**src/rtl/adc_sequencer.sv**
```systemverilog
// adc_sequencer: shares the MAX10 built-in ADC between the transceiver audio/mic path and the
//   CPU-read auxiliary channels, keeping exactly one single-conversion command outstanding.
// Latency: audio_out/audio_stb_out and aux_out/aux_stb_out update 1 clk after response_valid_in.
// Backpressure: the command holds stable in ISSUE until command_ready_in. Audio has no backpressure.
//   Aux results are held until aux_ack_in. A newer aux result that arrives while one is still
//   unacknowledged is dropped and counted in overflow_count_out.
//
// Ports:
//   clk, rst_n                        ADC clock, asynchronous active-low reset
//   enable_in                         run sequencing; on deassertion the in-flight conversion finishes
//   audio_channel_in, aux_mask_in     slot configuration, sampled only when a command is set up
//   command_*                         single-beat Avalon-ST command to the ADC IP
//   response_*                        Avalon-ST response from the ADC IP
//   audio_out, audio_stb_out          latest audio sample plus a one-cycle strobe
//   aux_out, aux_stb_out, aux_ack_in  CPU holding register {11'b0, ch[4:0], 4'b0, data[11:0]}
//   overflow_count_out                aux results dropped (saturating)
//   error_count_out                   unexpected, mismatched or timed-out responses (saturating)
//
// Optional: define ADC_SEQ_TIMEOUT_EN to add a response watchdog of TIMEOUT_CYCLES clk cycles.
// The TIMEOUT_CYCLES parameter only exists in that build.

module adc_sequencer #(
  parameter int AUDIO_RATIO    = 1,
  parameter int AUX_CHANNELS   = 8,
  parameter int AUX_BASE       = 1
`ifdef ADC_SEQ_TIMEOUT_EN
  ,
  parameter int TIMEOUT_CYCLES = 255
`endif
) (
  input  logic                    clk,
  input  logic                    rst_n,
  input  logic                    enable_in,
  input  logic [4:0]              audio_channel_in,
  input  logic [AUX_CHANNELS-1:0] aux_mask_in,
  output logic                    command_valid_out,
  output logic [4:0]              command_channel_out,
  output logic                    command_startofpacket_out,
  output logic                    command_endofpacket_out,
  input  logic                    command_ready_in,
  input  logic                    response_valid_in,
  input  logic [4:0]              response_channel_in,
  input  logic [11:0]             response_data_in,
  output logic [11:0]             audio_out,
  output logic                    audio_stb_out,
  output logic [31:0]             aux_out,
  output logic                    aux_stb_out,
  input  logic                    aux_ack_in,
  output logic [7:0]              overflow_count_out,
  output logic [7:0]              error_count_out
);

  localparam int PTR_W = (AUX_CHANNELS > 1) ? $clog2(AUX_CHANNELS) : 1;

  typedef enum logic [1:0] {
    IDLE      = 2'd0,
    ISSUE     = 2'd1,
    WAIT_RESP = 2'd2
  } state_t;

  state_t           state;
  state_t           state_nxt;

  logic [3:0]       slot_cnt;     // audio conversions since the last aux conversion
  logic [PTR_W-1:0] rr_ptr;       // aux mask index where the next search starts
  logic [4:0]       cmd_chan;     // channel of the command in flight
  logic             cmd_aux;      // command in flight belongs to the aux requester

  logic             load_slot;
  logic             aux_found;
  logic [PTR_W-1:0] aux_idx;
  logic [PTR_W-1:0] ptr_nxt;
  logic [4:0]       aux_chan;
  logic             pick_aux;

  logic             resp_match;
  logic             route_audio;
  logic             route_aux;
  logic             err_inc;
  logic             timeout;

  // ------------------------------------------------------------------
  // Response watchdog
  // ------------------------------------------------------------------
`ifdef ADC_SEQ_TIMEOUT_EN
  localparam int WD_W = (TIMEOUT_CYCLES > 1) ? $clog2(TIMEOUT_CYCLES + 1) : 1;

  logic [WD_W-1:0] wd_cnt;

  // wd_cnt is 0 in the first WAIT_RESP cycle, so the timeout fires in the
  // TIMEOUT_CYCLES-th silent cycle.
  assign timeout = (state == WAIT_RESP) && !response_valid_in &&
                   (wd_cnt == WD_W'(TIMEOUT_CYCLES - 1));

  always_ff @(posedge clk or negedge rst_n) begin
    if (!rst_n) begin
      wd_cnt <= '0;
    end else if (state != WAIT_RESP) begin
      wd_cnt <= '0;
    end else begin
      wd_cnt <= wd_cnt + WD_W'(1);
    end
  end
`else
  assign timeout = 1'b0;
`endif

  // ------------------------------------------------------------------
  // Aux round-robin search: first enabled channel at or after rr_ptr
  // ------------------------------------------------------------------
  always_comb begin
    int               idx;
    logic [PTR_W-1:0] idx_w;
    aux_found = 1'b0;
    aux_idx   = '0;
    idx       = 0;
    idx_w     = '0;
    for (int k = 0; k < AUX_CHANNELS; k++) begin
      idx   = (int'(rr_ptr) + k) % AUX_CHANNELS;
      idx_w = PTR_W'(idx);
      if (!aux_found && aux_mask_in[idx_w]) begin
        aux_found = 1'b1;
        aux_idx   = idx_w;
      end
    end
  end

  assign ptr_nxt  = (int'(aux_idx) == AUX_CHANNELS - 1) ? '0 : aux_idx + PTR_W'(1);
  assign aux_chan = 5'(AUX_BASE + int'(aux_idx));
  // aux_found is low exactly when the mask is empty, which forces an audio slot.
  assign pick_aux = (int'(slot_cnt) >= AUDIO_RATIO) && aux_found;

  // ------------------------------------------------------------------
  // Response classification
  // ------------------------------------------------------------------
  assign resp_match  = (state == WAIT_RESP) && (response_channel_in == cmd_chan);
  assign route_audio = response_valid_in && resp_match && !cmd_aux;
  assign route_aux   = response_valid_in && resp_match && cmd_aux;
  // Anything outside WAIT_RESP, or on the wrong channel, is stray (late responses included).
  assign err_inc     = (response_valid_in && !resp_match) || timeout;

  // ------------------------------------------------------------------
  // FSM: next state and command outputs
  // ------------------------------------------------------------------
  always_comb begin
    state_nxt                 = state;
    command_valid_out         = 1'b0;
    command_startofpacket_out = 1'b0;
    command_endofpacket_out   = 1'b0;
    case (state)
      IDLE: begin
        if (enable_in) begin
          state_nxt = ISSUE;
        end
      end
      ISSUE: begin
        // Single-beat packet: SOP and EOP ride with valid.
        command_valid_out         = 1'b1;
        command_startofpacket_out = 1'b1;
        command_endofpacket_out   = 1'b1;
        if (command_ready_in) begin
          state_nxt = WAIT_RESP;
        end
      end
      WAIT_RESP: begin
        if (response_valid_in || timeout) begin
          state_nxt = enable_in ? ISSUE : IDLE;
        end
      end
      default: begin
        state_nxt = IDLE;
      end
    endcase
  end

  assign command_channel_out = cmd_chan;

  // The slot is chosen on the edge that enters ISSUE; the channel then holds
  // stable for as long as the ADC stalls the command.
  assign load_slot = (state_nxt == ISSUE) && (state != ISSUE);

  always_ff @(posedge clk or negedge rst_n) begin
    if (!rst_n) begin
      state    <= IDLE;
      slot_cnt <= '0;
      rr_ptr   <= '0;
      cmd_chan <= '0;
      cmd_aux  <= 1'b0;
    end else begin
      state <= state_nxt;
      if (load_slot) begin
        if (pick_aux) begin
          cmd_chan <= aux_chan;
          cmd_aux  <= 1'b1;
          rr_ptr   <= ptr_nxt;
          slot_cnt <= '0;
        end else begin
          cmd_chan <= audio_channel_in;
          cmd_aux  <= 1'b0;
          // Counting past AUDIO_RATIO changes nothing, so stop there instead of wrapping.
          if (int'(slot_cnt) < AUDIO_RATIO) begin
            slot_cnt <= slot_cnt + 4'd1;
          end
        end
      end
    end
  end

  // ------------------------------------------------------------------
  // Result registers and counters
  // ------------------------------------------------------------------
  always_ff @(posedge clk or negedge rst_n) begin
    if (!rst_n) begin
      audio_out          <= '0;
      audio_stb_out      <= 1'b0;
      aux_out            <= '0;
      aux_stb_out        <= 1'b0;
      overflow_count_out <= '0;
      error_count_out    <= '0;
    end else begin
      audio_stb_out <= route_audio;
      if (route_audio) begin
        audio_out <= response_data_in;
      end

      // An ack in the same cycle frees the register for the incoming result.
      if (route_aux && (!aux_stb_out || aux_ack_in)) begin
        aux_out     <= {11'b0, response_channel_in, 4'b0, response_data_in};
        aux_stb_out <= 1'b1;
      end else begin
        if (route_aux && (overflow_count_out != 8'hFF)) begin
          overflow_count_out <= overflow_count_out + 8'd1;
        end
        if (aux_ack_in) begin
          aux_stb_out <= 1'b0;
        end
      end

      if (err_inc && (error_count_out != 8'hFF)) begin
        error_count_out <= error_count_out + 8'd1;
      end
    end
  end

endmodule

```
**config.mk**
```make
export PLATFORM = sky130hd
export DESIGN_NAME = adc_sequencer
export DESIGN_NICKNAME = d
export VERILOG_FILES = /design/src/rtl/adc_sequencer.sv
export SDC_FILE = /design/constraint.sdc
export NUM_CORES = 1
export LEC_CHECK = 0
export ABC_CLOCK_PERIOD_IN_PS = 4250
export CAP_MARGIN = 10
export CORE_MARGIN = 10
export CORE_UTILIZATION = 36
export DETAILED_ROUTE_END_ITERATION = 10
export DONT_BUFFER_PORTS = 1
export SLEW_MARGIN = 15
export SYNTH_ARGS = -nofsm -noshare
export SYNTH_HDL_FRONTEND = slang
export SYNTH_SLANG_ARGS = --single-unit
export TNS_END_PERCENT = 5
```
**constraint.sdc**
```tcl
create_clock -name clk -period 4.25 [get_ports clk]
set_clock_uncertainty 0.2 [all_clocks]
set_input_delay 0.2125 -clock clk [delete_from_list [all_inputs] [get_ports clk]]
set_output_delay 0.2125 -clock clk [all_outputs]
set_load 0.05 [all_outputs]
```
Word level (Yosys, flattened, before mapping)

Index checks and enable logic that the tools add are counted.

Register bits: 62
Output and inout port bits: 70
Word-level logic and storage cells: 121
Input port bits: 36

Bitwise logic cells: 1
Multiplexer cells: 45
Reduce and logical (&&, ||, !) cells: 34
Magnitude comparators: 10
Add/subtract/negate cells: 12
Equality and inequality tests: 8

Operators by type and width:

| cell                                                                  | count |
|---|---|
| 3-bit by 4-bit < comparator with 1-bit output, second input constant  | 8 |
| 3-bit 2-to-1 mux                                                      | 9 |
| 1-bit binary-select mux with 3-bit select                             | 8 |
| 1-bit 2-to-1 mux                                                      | 21 |
| 1-bit logical AND                                                     | 17 |
| 8-bit by 1-bit adder with 8-bit output, second input constant         | 2 |
| 8-bit != test, second input constant                                  | 2 |
| 3-bit adder, second input constant                                    | 4 |
| 1-bit logical NOT                                                     | 10 |
| 4-bit 2-to-1 mux                                                      | 2 |
| 3-bit by 1-bit adder with 3-bit output, second input constant         | 2 |
| 3-bit by 2-bit adder with 3-bit output, second input constant         | 2 |
| 2-bit 2-to-1 mux                                                      | 3 |
| 2-bit one-hot mux with 3 select lines                                 | 1 |
| 2-bit AND reduction                                                   | 3 |
| 5-bit == test                                                         | 1 |
| 5-bit 2-to-1 mux                                                      | 1 |
| 1-bit by 3-bit adder with 4-bit output, first input constant          | 1 |
| 4-bit by 1-bit adder with 4-bit output, second input constant         | 1 |
| 2-bit by 1-bit == test with 1-bit output, second input constant       | 2 |
| 4-bit by 1-bit >= comparator with 1-bit output, second input constant | 1 |
| 4-bit by 1-bit < comparator with 1-bit output, second input constant  | 1 |
| 2-bit nonzero test                                                    | 2 |
| 3-bit by 1-bit == test with 1-bit output, second input constant       | 1 |
| 5 further kinds                                                       | 5 |

Longest topological paths before layout

Gate-level depths: netlist (run 1).

Depth in word-level cells: 27
Depth in mapped cells: 14
Mapped depth without buffers: 12

Worst setup path after synthesis (run 1)

No wires, ideal clock.

Path kind: register -> register
Start: register rr_ptr[1]
End: register rr_ptr[0]
Library setup time: 74 ps
Period minus slack after synthesis: 3619 ps
Data required time: 3976 ps
Arrival: 3345 ps
Path buffers: 2
Setup slack: 631 ps
Stages on the path, launching flop included: 14
Cells stage by stage: dfrtp_1 buf_2 inv_1 ha_1 buf_6 mux4_2 a211oi_4 a22oi_2 o311a_1 o22a_2 ha_1 ha_1 or3_1 o21ai_2

Longest elaborated chain between the ends: 26
Elaborated cells on any way between the ends: 58
Those cells by class: add/sub: 8; eq/ne: 1; mux: 33; reduce/logical: 16

RTL lines:

| what                                                                            | RTL line | source |
|---|---|---|
| start, declared                                                                 | 65       | `logic [PTR_W-1:0] rr_ptr;` |
| start signal, assigned                                                          | 195      | `rr_ptr <= ptr_nxt;` |
| branches (longest 26 deep; another with 3-bit by 1-bit adder with 3-bit output) | -        |  |

Several ways; the timed one is not identified. The select of a mux whose other input is x is not followed.
A chain may end at the register's enable or synchronous reset.

Final worst setup path (run 1)

Same ends and word-level chain as after synthesis.

==> flow_metrics.tcl, run 1 <==
set metrics [dict create \
    synth.top_cell.area_share_pct 44.1 \
    critPathKind "reg -> reg" \
    slew_headroom_pct 48.4 \
    wl_per_cell_microns 17.2 \
    hold_violations 0 \
    ys_top_cells_by_count "dfrtp_1, nand2_1, mux2_2" \
    period_minus_slack_ns 3.74 \
    synth-warning-count 0 \
    setup_viol 0 \
    finalNetCount 407 \
    first_pass_iters 4 \
    routed.top_layer "met4" \
    clk_pin_slew_worst_paths_ns 0.07 \
    synth_mux_area_share_pct 16.0 \
    dp_hpwl_microns 6510 \
    synth_top_family_by_area "multiplexers" \
    max_freq_mhz 268 \
    ys_seq_elements 62 \
    met3WireLength_microns 756 \
    drv_cap 0 \
    wl_met2_microns 4260 \
    power_density_nw_per_um2 798 \
    grt_max_degree 63 \
    rsz0062_at_grt "false" \
    drt.antenna.violating_nets 0 \
    synth_adder_area_share_pct 3.20 \
    netlist_area_sq_um 3520 \
    dpl_worst_slack_ns 0.549 \
    end_kind "flip-flop" \
    vias_per_cell 5.08 \
    worst_pin_slew_ns 0.768 \
    dieArea_sq_um 14100 \
    overflow 0 \
    min_period_over_period_pct 87.9 \
    drt_iter0_drc 195 \
    dr_total_vias 2542 \
    cts_max_path_buffers 2 \
    crit_fanout 8 \
    core-area_sq_um 9640 \
    drcViolationCount 0 \
    numPortBuffers 0 \
    diodes 0 \
    m1WireLength_microns 3380 \
    leakage_uw 0.00192 \
    start_util_pct 36.5 \
    clk_latency_ns 0.32 \
    synth_edf_count 0 \
    placementRows 36 \
    die_w_microns 119 \
    cts_resized 0 \
    wl_microns 8610 \
    tritoncts "built" \
    hp-class "in -> reg" \
    ys_types 56 \
    yosys.area.top_type "dfrtp_1" \
    synth_compound_area_share_pct 9.24 \
    drive_gt1_share_pct 18.0 \
    ys.flop_type "dfrtp_1" \
    root_buffer "clkbuf_8" \
    peakVddDrop_mv 0.511 \
    syn_to_final_growth_pct 15.9 \
    finalMaxSlewViolations 0 \
    fin_ws_ns 0.514 \
    cp.required_ns 4.31 \
    synthTopCellsByArea "dfrtp_1, mux2_2, nand2_1" \
    tns_ns 0 \
    chipHeight_microns 119 \
    synthMostInstantiatedCell "dfrtp_1" \
    cp.arrival_ns 3.79 \
    status "finished, final reports clean" \
    grt_pass1_vias 2623 \
    ys_seq_area_share_pct 44.1 \
    cp-start-kind "flip-flop" \
    clkSinkCount 62 \
    synth-xor-area-share_pct 5.47 \
    avgSynthCellArea_sq_um 10.7 \
    antenna_found_initial 0 \
    synthArstFlopShare_pct 100 \
    numCtsBuffers 9 \
    grt_use_total_pct 12.1 \
    synth_cells 330 \
    grt_pass1_wl_microns 14000 \
    yosys.area_share.simple_pct 15.0 \
    htreeDepth 3 \
    gp_congestion 0.875 \
    io_pins 106 \
]
## worst max-delay path, cell delays in order, from the launching register on
cell      delay (ns)
dfrtp_1         0.34
inv_1           0.08
ha_1            0.46
mux4_2          0.64
a211oi_4        0.31
a22oi_2         0.16
o311a_1         0.38
o22a_2          0.24
ha_1            0.19
ha_1            0.21
or3_1           0.39
o21ai_2         0.07
## layout make-up
cell class | count | area [sq um]
repair buffers | 33 | 333
flip-flops and latches | 62 | 1550
clock inverters | 3 | 17.5
clock buffers | 13 | 169
inverters | 17 | 63.8
fillers | 949 | 5560
well taps | 133 | 166
multi-input cells | 239 | 1780
## timing repair
item,4_1_cts,5_1_grt
setup buffers,0,0
hold endpoints to repair,98,0
hold buffers,27,0
## cell families after synthesis
kind of cell             Yosys count
AND/OR/NAND/NOR                  110
flip-flops                        62
buffers and inverters             43
multiplexers                      42
AO/OA/AOI/OAI                     41
XOR/XNOR                          22
adder cells (fa/ha/maj)            9
other                              1
## sequential cells by signal, summed over array words and instances, names as in the netlist
signal / flops
overflow_count_out: 8
audio_out: 12
command_channel_out: 5
aux_out: 17
slot_cnt: 4
error_count_out: 8
audio_stb_out: 1
rr_ptr: 3
cmd_aux: 1
aux_stb_out: 1
state: 2
## power by group
| part | switching (uW) | total [uW] | internal, uW |
|---|---|---|---|
| logic | 874 | 1530 | 653 |
| registers | 527 | 1250 | 725 |
| clock network | 218 | 476 | 258 |
## worst paths after layout
path                                            start                        endpoint  slack (ns)  depth (start not counted)
worst max register to register  rr_ptr[1]$_DFFE_PN0P_           rr_ptr[0]$_DFFE_PN0P_        0.51                         11
worst min-delay path                response_valid_in  error_count_out[0]$_DFFE_PN0P_        0.04                          3
worst max-delay path            rr_ptr[1]$_DFFE_PN0P_           rr_ptr[0]$_DFFE_PN0P_        0.51                         11
worst min register to register    cmd_aux$_DFFE_PN0P_             cmd_aux$_DFFE_PN0P_        0.30                          2
min in group asynchronous                       rst_n  error_count_out[4]$_DFFE_PN0P_        0.22                          2
max in group asynchronous                       rst_n         slot_cnt[2]$_DFFE_PN0P_        3.36                          2
## stage by stage
step           util, %  instance area [sq um]  std cells  power (uW)  hold WS, ns
2_1_floorplan        -                   3570        344        2460       -0.283
3_3_place_gp      37.4                   3600        457        2700       -0.281
3_5_place_dp      37.4                   3600        457        2730       -0.281
4_1_cts           42.3                   4080        500        3260       0.0219
5_1_grt           42.3                   4080        500        3480       0.0481
6_report          42.3                   4080        500        3250       0.0388
## cell usage in the layout (no fill, tap or decap), drive strengths merged, types with 4 or more instances in the layout
cell type and n:
nor2 13, clkbuf 13, xor2 12, nand4 5, xnor2 10, mux4 8
ha 9, inv 17, conb 15, nand2 61, nor3 4, dlygate4sd3 26
mux2i 8, mux2 26, o221ai 4, dfrtp 62, nand3 5, o21ai 13
nand2b 6, a21oi 4, buf 7
## metal layers
metal | vias to the layer above | track usage (%)
li1 | 1190 | -
met4 | 0 | 4.50
met2 | 113 | 20.0
met1 | 1219 | 13.5
met3 | 20 | 5.62
met5 | - | 0
(Power assumes the default switching activity.)
==> run 2: changes to the inputs <==
--- a/config.mk
+++ b/config.mk
@@ -5,7 +5,7 @@
 export SDC_FILE = /design/constraint.sdc
 export NUM_CORES = 1
 export LEC_CHECK = 0
-export ABC_CLOCK_PERIOD_IN_PS = 4250
+export ABC_CLOCK_PERIOD_IN_PS = 3000
 export CAP_MARGIN = 10
 export CORE_MARGIN = 10
 export CORE_UTILIZATION = 36
==> constraint.sdc (replaced) <==
create_clock -name clk -period 3 [get_ports clk]
set_clock_uncertainty 0.2 [all_clocks]
set_input_delay 0.15 -clock clk [delete_from_list [all_inputs] [get_ports clk]]
set_output_delay 0.15 -clock clk [all_outputs]
set_load 0.05 [all_outputs]
==> flow_metrics.tcl, run 2 (synthesis results as in run 1) <==
set metrics [dict create \
    fin_ws_ns -0.272 \
    antenna_found_initial 0 \
    dp_hpwl_microns 6790 \
    cp-start-kind "flip-flop" \
    grt_use_total_pct 12.6 \
    crit_fanout 6 \
    cp.required_ns 3.06 \
    gp_congestion 0.951 \
    numCtsBuffers 9 \
    hold_slack_ns 0.0295 \
    drv_cap 0 \
    worst_pin_slew_ns 0.590 \
    grt_max_degree 63 \
    regMostFlops "aux_out" \
    status "finished with violations" \
    tritoncts "built" \
    start_util_pct 36.5 \
    chipHeight_microns 119 \
    finalMaxSlewViolations 0 \
    end_kind "flip-flop" \
    max_freq_mhz 306 \
    rsz0062_at_grt "true" \
    drive_gt1_share_pct 28.3 \
    power_uw 5510 \
    r2r-start "rr_ptr[0]$_DFFE_PN0P_" \
    final_cell_mix "dfrtp_1, nand2_1, buf_4" \
    power_density_nw_per_um2 1230 \
    drcViolationCount 0 \
    peakVddDrop_mv 0.715 \
    io_pins 106 \
    tns_ns -1.11 \
    instances_no_fill 540 \
    syn_to_final_growth_pct 27.1 \
    largestRegisters "aux_out (17), audio_out (12)" \
    placementRows 36 \
    vias_per_cell 5.00 \
    core-area_sq_um 9640 \
    slew_headroom_pct 60.3 \
    startpoint "rr_ptr[0]$_DFFE_PN0P_" \
    die_w_microns 119 \
    hold_start "response_valid_in" \
    diodes 0 \
    violations "negative setup slack" \
    dr_total_vias 2698 \
    wl_per_cell_microns 16.5 \
    cp.arrival_ns 3.33 \
    first_pass_iters 4 \
    numPortBuffers 0 \
    root_buffer "clkbuf_8" \
    final_common_cell "dfrtp_1" \
    dieArea_sq_um 14100 \
    hold_violations 0 \
    htreeDepth 3 \
    post-route-util_pct 46.4 \
    min_period_over_period_pct 109 \
    grt_pass1_vias 2791 \
    clk_pin_slew_worst_paths_ns 0.07 \
    wl_microns 8910 \
    setup_viol 6 \
    finalNetCount 448 \
    largest_register_ff_count 17 \
    clkSinkCount 62 \
    drt.antenna.violating_nets 0 \
    cts_max_path_buffers 2 \
    hp-class "in -> reg" \
    overflow 0 \
    clk_latency_ns 0.33 \
    critPathKind "reg -> reg" \
    drt_iter0_drc 168 \
    grt_pass1_wl_microns 14700 \
    period_minus_slack_ns 3.27 \
    place_inst 496 \
    leakage_uw 0.00213 \
]
==> run 2: cell count changes in the layout (fill, tap and decap cells not counted), moves of 2 or more <==
cell | before | now
buf_4 | 6 | 43
buf_6 | 0 | 3
clkbuf_8 | 12 | 10
ha_1 | 9 | 6
ha_4 | 0 | 3
inv_1 | 17 | 15
==> run 2: stage by stage <==
step           worst slack [ns]  area (sq um)
5_1_grt                  -0.394          4470
2_1_floorplan            -0.332          3630
3_5_place_dp             -0.356          3950
4_1_cts                  -0.253          4440
6_report                 -0.272          4470
3_3_place_gp             -0.177          3950
==> run 2: what timing repair did <==
item                                   CTS  global route
buffers inserted                         0             1
setup endpoints to repair                7            13
gates resized for setup                  2             5
pin swaps                                0             2
hold buffers                            28             0
endpoints found under the hold margin   99             0
==> run 2: final cells by class <==
cell class / instances / area [sq um]
fillers: 929 / 5170
multi-input cells: 239 / 1850
flip-flops and latches: 62 / 1550
repair buffers: 74 / 654
well taps: 133 / 166
clock buffers: 11 / 141
inverters: 17 / 66.3
clock inverters: 4 / 47.5
==> run 2: worst paths after layout <==
path	endpoint	slack [ns]	cells past startpoint
worst min-delay path	audio_out[1]$_DFFE_PN0P_	0.03	4
worst max register to register	rr_ptr[0]$_DFFE_PN0P_	-0.27	11
min in group asynchronous	error_count_out[4]$_DFFE_PN0P_	0.13	2
worst min register to register	cmd_aux$_DFFE_PN0P_	0.29	2
worst max-delay path	rr_ptr[0]$_DFFE_PN0P_	-0.27	11
max in group asynchronous	audio_out[2]$_DFFE_PN0P_	2.19	2
==> run 2: power by group <==
part           leakage (uW)  total [uW]  switching, uW  internal [uW]
logic               0.00120        3320           1770           1560
clock network     0.0000952         701            302            399
registers          0.000834        1480            449           1030
total               0.00213        5510           2520           2990
==> run 2: worst max-delay path, stage by stage (launching register included) <==
cell	delay [ns]
dfrtp_1	0.39
inv_4	0.05
ha_4	0.28
mux4_2	0.61
a211oi_4	0.26
a22oi_2	0.15
o311a_1	0.31
o22a_2	0.23
ha_4	0.17
ha_4	0.15
or3_4	0.32
o21ai_2	0.06
==> run 2: layer usage <==
layer	global-route usage (%)	vias to the layer above	share of wire (%)
met1	14.5	1316	40
met2	20.7	102	50
li1	-	1267	-
met4	3.82	0	1.5
met5	0	-	0
met3	5.67	13	8.8
==> run 3: changes to the inputs <==
--- a/config.mk
+++ b/config.mk
@@ -7,10 +7,13 @@
 export LEC_CHECK = 0
 export ABC_CLOCK_PERIOD_IN_PS = 3000
 export CAP_MARGIN = 10
+export CELL_PAD_IN_SITES_DETAIL_PLACEMENT = 1
+export CELL_PAD_IN_SITES_GLOBAL_PLACEMENT = 1
 export CORE_MARGIN = 10
 export CORE_UTILIZATION = 36
 export DETAILED_ROUTE_END_ITERATION = 10
 export DONT_BUFFER_PORTS = 1
+export PLACE_DENSITY_LB_ADDON = 0.1
 export SLEW_MARGIN = 15
 export SYNTH_ARGS = -nofsm -noshare
 export SYNTH_HDL_FRONTEND = slang
==> flow_metrics.tcl, run 3 (synthesis results as in run 1) <==
set metrics [dict create \
    violations "negative setup slack" \
    drt_iter0_drc 132 \
    numCtsBuffers 9 \
    numPortBuffers 0 \
    hold_slack_ns 0.0222 \
    critPathKind "reg -> reg" \
    diodes 0 \
    wl_per_cell_microns 17.7 \
    post-route-util_pct 46.8 \
    vias_per_cell 4.89 \
    regMostFlops "aux_out" \
    routed.top_layer "met4" \
    drcViolationCount 0 \
    critPathSlowestCell "mux4_2" \
    power_uw 5690 \
    overflow 0 \
    tritoncts "built" \
    worst_pin_slew_ns 0.607 \
    cp-start-kind "flip-flop" \
    die_w_microns 119 \
    finalMaxSlewViolations 0 \
    period_minus_slack_ns 3.23 \
    peakVddDrop_mv 0.551 \
    slew_headroom_pct 59.6 \
    core-area_sq_um 9640 \
    hold_violations 0 \
    rsz0062_at_grt "true" \
    dr_total_vias 2647 \
    first_pass_iters 4 \
    setup_viol 6 \
    clkSinkCount 62 \
    m1WireLength_microns 4190 \
    crit_fanout 6 \
    largestRegisters "aux_out (17), audio_out (12)" \
    dp_hpwl_microns 7250 \
    hp-class "in -> reg" \
    antenna_found_initial 0 \
    gp_congestion 0.884 \
    grt_pass1_wl_microns 15500 \
    start_util_pct 36.5 \
    final_common_cell "dfrtp_1" \
    drive_gt1_share_pct 29.2 \
    wl_met2_microns 4550 \
    dpl_worst_slack_ns -0.229 \
    status "finished with violations" \
    leakage_uw 0.00216 \
    grt_pass1_vias 2925 \
    syn_to_final_growth_pct 28.2 \
    fin_ws_ns -0.225 \
    finalNetCount 449 \
    dieArea_sq_um 14100 \
    min_period_over_period_pct 108 \
    fillers 1101 \
    root_buffer "clkbuf_8" \
    clk_pin_slew_worst_paths_ns 0.07 \
    cp.arrival_ns 3.29 \
    end_kind "flip-flop" \
    final_cell_mix "dfrtp_1, nand2_1, buf_4" \
    max_freq_mhz 310 \
    htreeDepth 3 \
    met3WireLength_microns 741 \
    max_stage_delay_ns 0.60 \
    grt_max_degree 63 \
    chipHeight_microns 119 \
    io_pins 106 \
    placementRows 36 \
    power_density_nw_per_um2 1260 \
    wl_microns 9600 \
    crit_top_cell "ha_4" \
    drt.antenna.violating_nets 0 \
    largest_register_ff_count 17 \
    cts_max_path_buffers 2 \
    crit_chain "inv_4 > ha_4 > mux4_2 > a211oi_4 > a22oi_2 > o311a_1 > o22a_2 > ha_4 > ha_4 > or3_4 > o21ai_2" \
    drv_cap 0 \
    grt_use_total_pct 13.5 \
    cp.required_ns 3.07 \
    tns_ns -0.798 \
    clk_latency_ns 0.33 \
]
[run 3: cell type report]
cell class,count,area (sq um),area share [%]
flip-flops and latches,62,1550,34.4
repair buffers,75,651,14.4
clock inverters,4,70.1,1.55
well taps,133,166,3.69
multi-input cells,239,1860,41.1
clock buffers,11,151,3.35
inverters,17,66.3,1.47
[run 3: power by group]
group	switching [uW]	leakage (uW)	total [uW]	internal (uW)
sequential	571	0.000834	1600	1030
combinational	1670	0.00121	3250	1590
clock	327	0.000115	833	506
[run 3: through the flow]
step	cells	cell area (sq um)
3_3_place_gp	497	3950
4_1_cts	540	4500
5_1_grt	541	4510
3_5_place_dp	497	3950
2_1_floorplan	344	3630
6_report	541	4510
[run 3: final timing paths]
kind                            cells after the start  slack [ns]                                  to                     from
min in group asynchronous                           2        0.15      error_count_out[5]$_DFFE_PN0P_                    rst_n
worst max register to register                     11       -0.23               rr_ptr[0]$_DFFE_PN0P_    rr_ptr[0]$_DFFE_PN0P_
max in group asynchronous                           2        2.18  command_channel_out[3]$_DFFE_PN0P_                    rst_n
worst max-delay path                               11       -0.23               rr_ptr[0]$_DFFE_PN0P_    rr_ptr[0]$_DFFE_PN0P_
worst min-delay path                                4        0.02            audio_out[4]$_DFFE_PN0P_        response_valid_in
worst min register to register                      2        0.30             slot_cnt[3]$_DFFE_PN0P_  slot_cnt[3]$_DFFE_PN0P_
[run 3: per-layer routing]
metal	vias up	global-route usage [%]
li1	1268	-
met1	1297	16.2
met2	73	21.8
met3	9	5.43
met4	0	4.05
met5	-	0
[run 3: critical path, delay by kind of cell (launching register included)]
kind / cells / cell delay [ns]
buf+inv: 1 / 0.05
flops: 1 / 0.39
mux: 1 / 0.60
compound gates: 5 / 0.99
simple gates: 1 / 0.32
fa+ha+maj: 3 / 0.61
[run 3: repair_timing]
action / in CTS / in global routing
hold buffers: 28 / 0
pin swaps: 1 / 1
hold endpoints to repair: 100 / 0
gates resized for setup: 7 / 1
endpoints found under the setup margin: 7 / 11
buffers inserted: 0 / 1
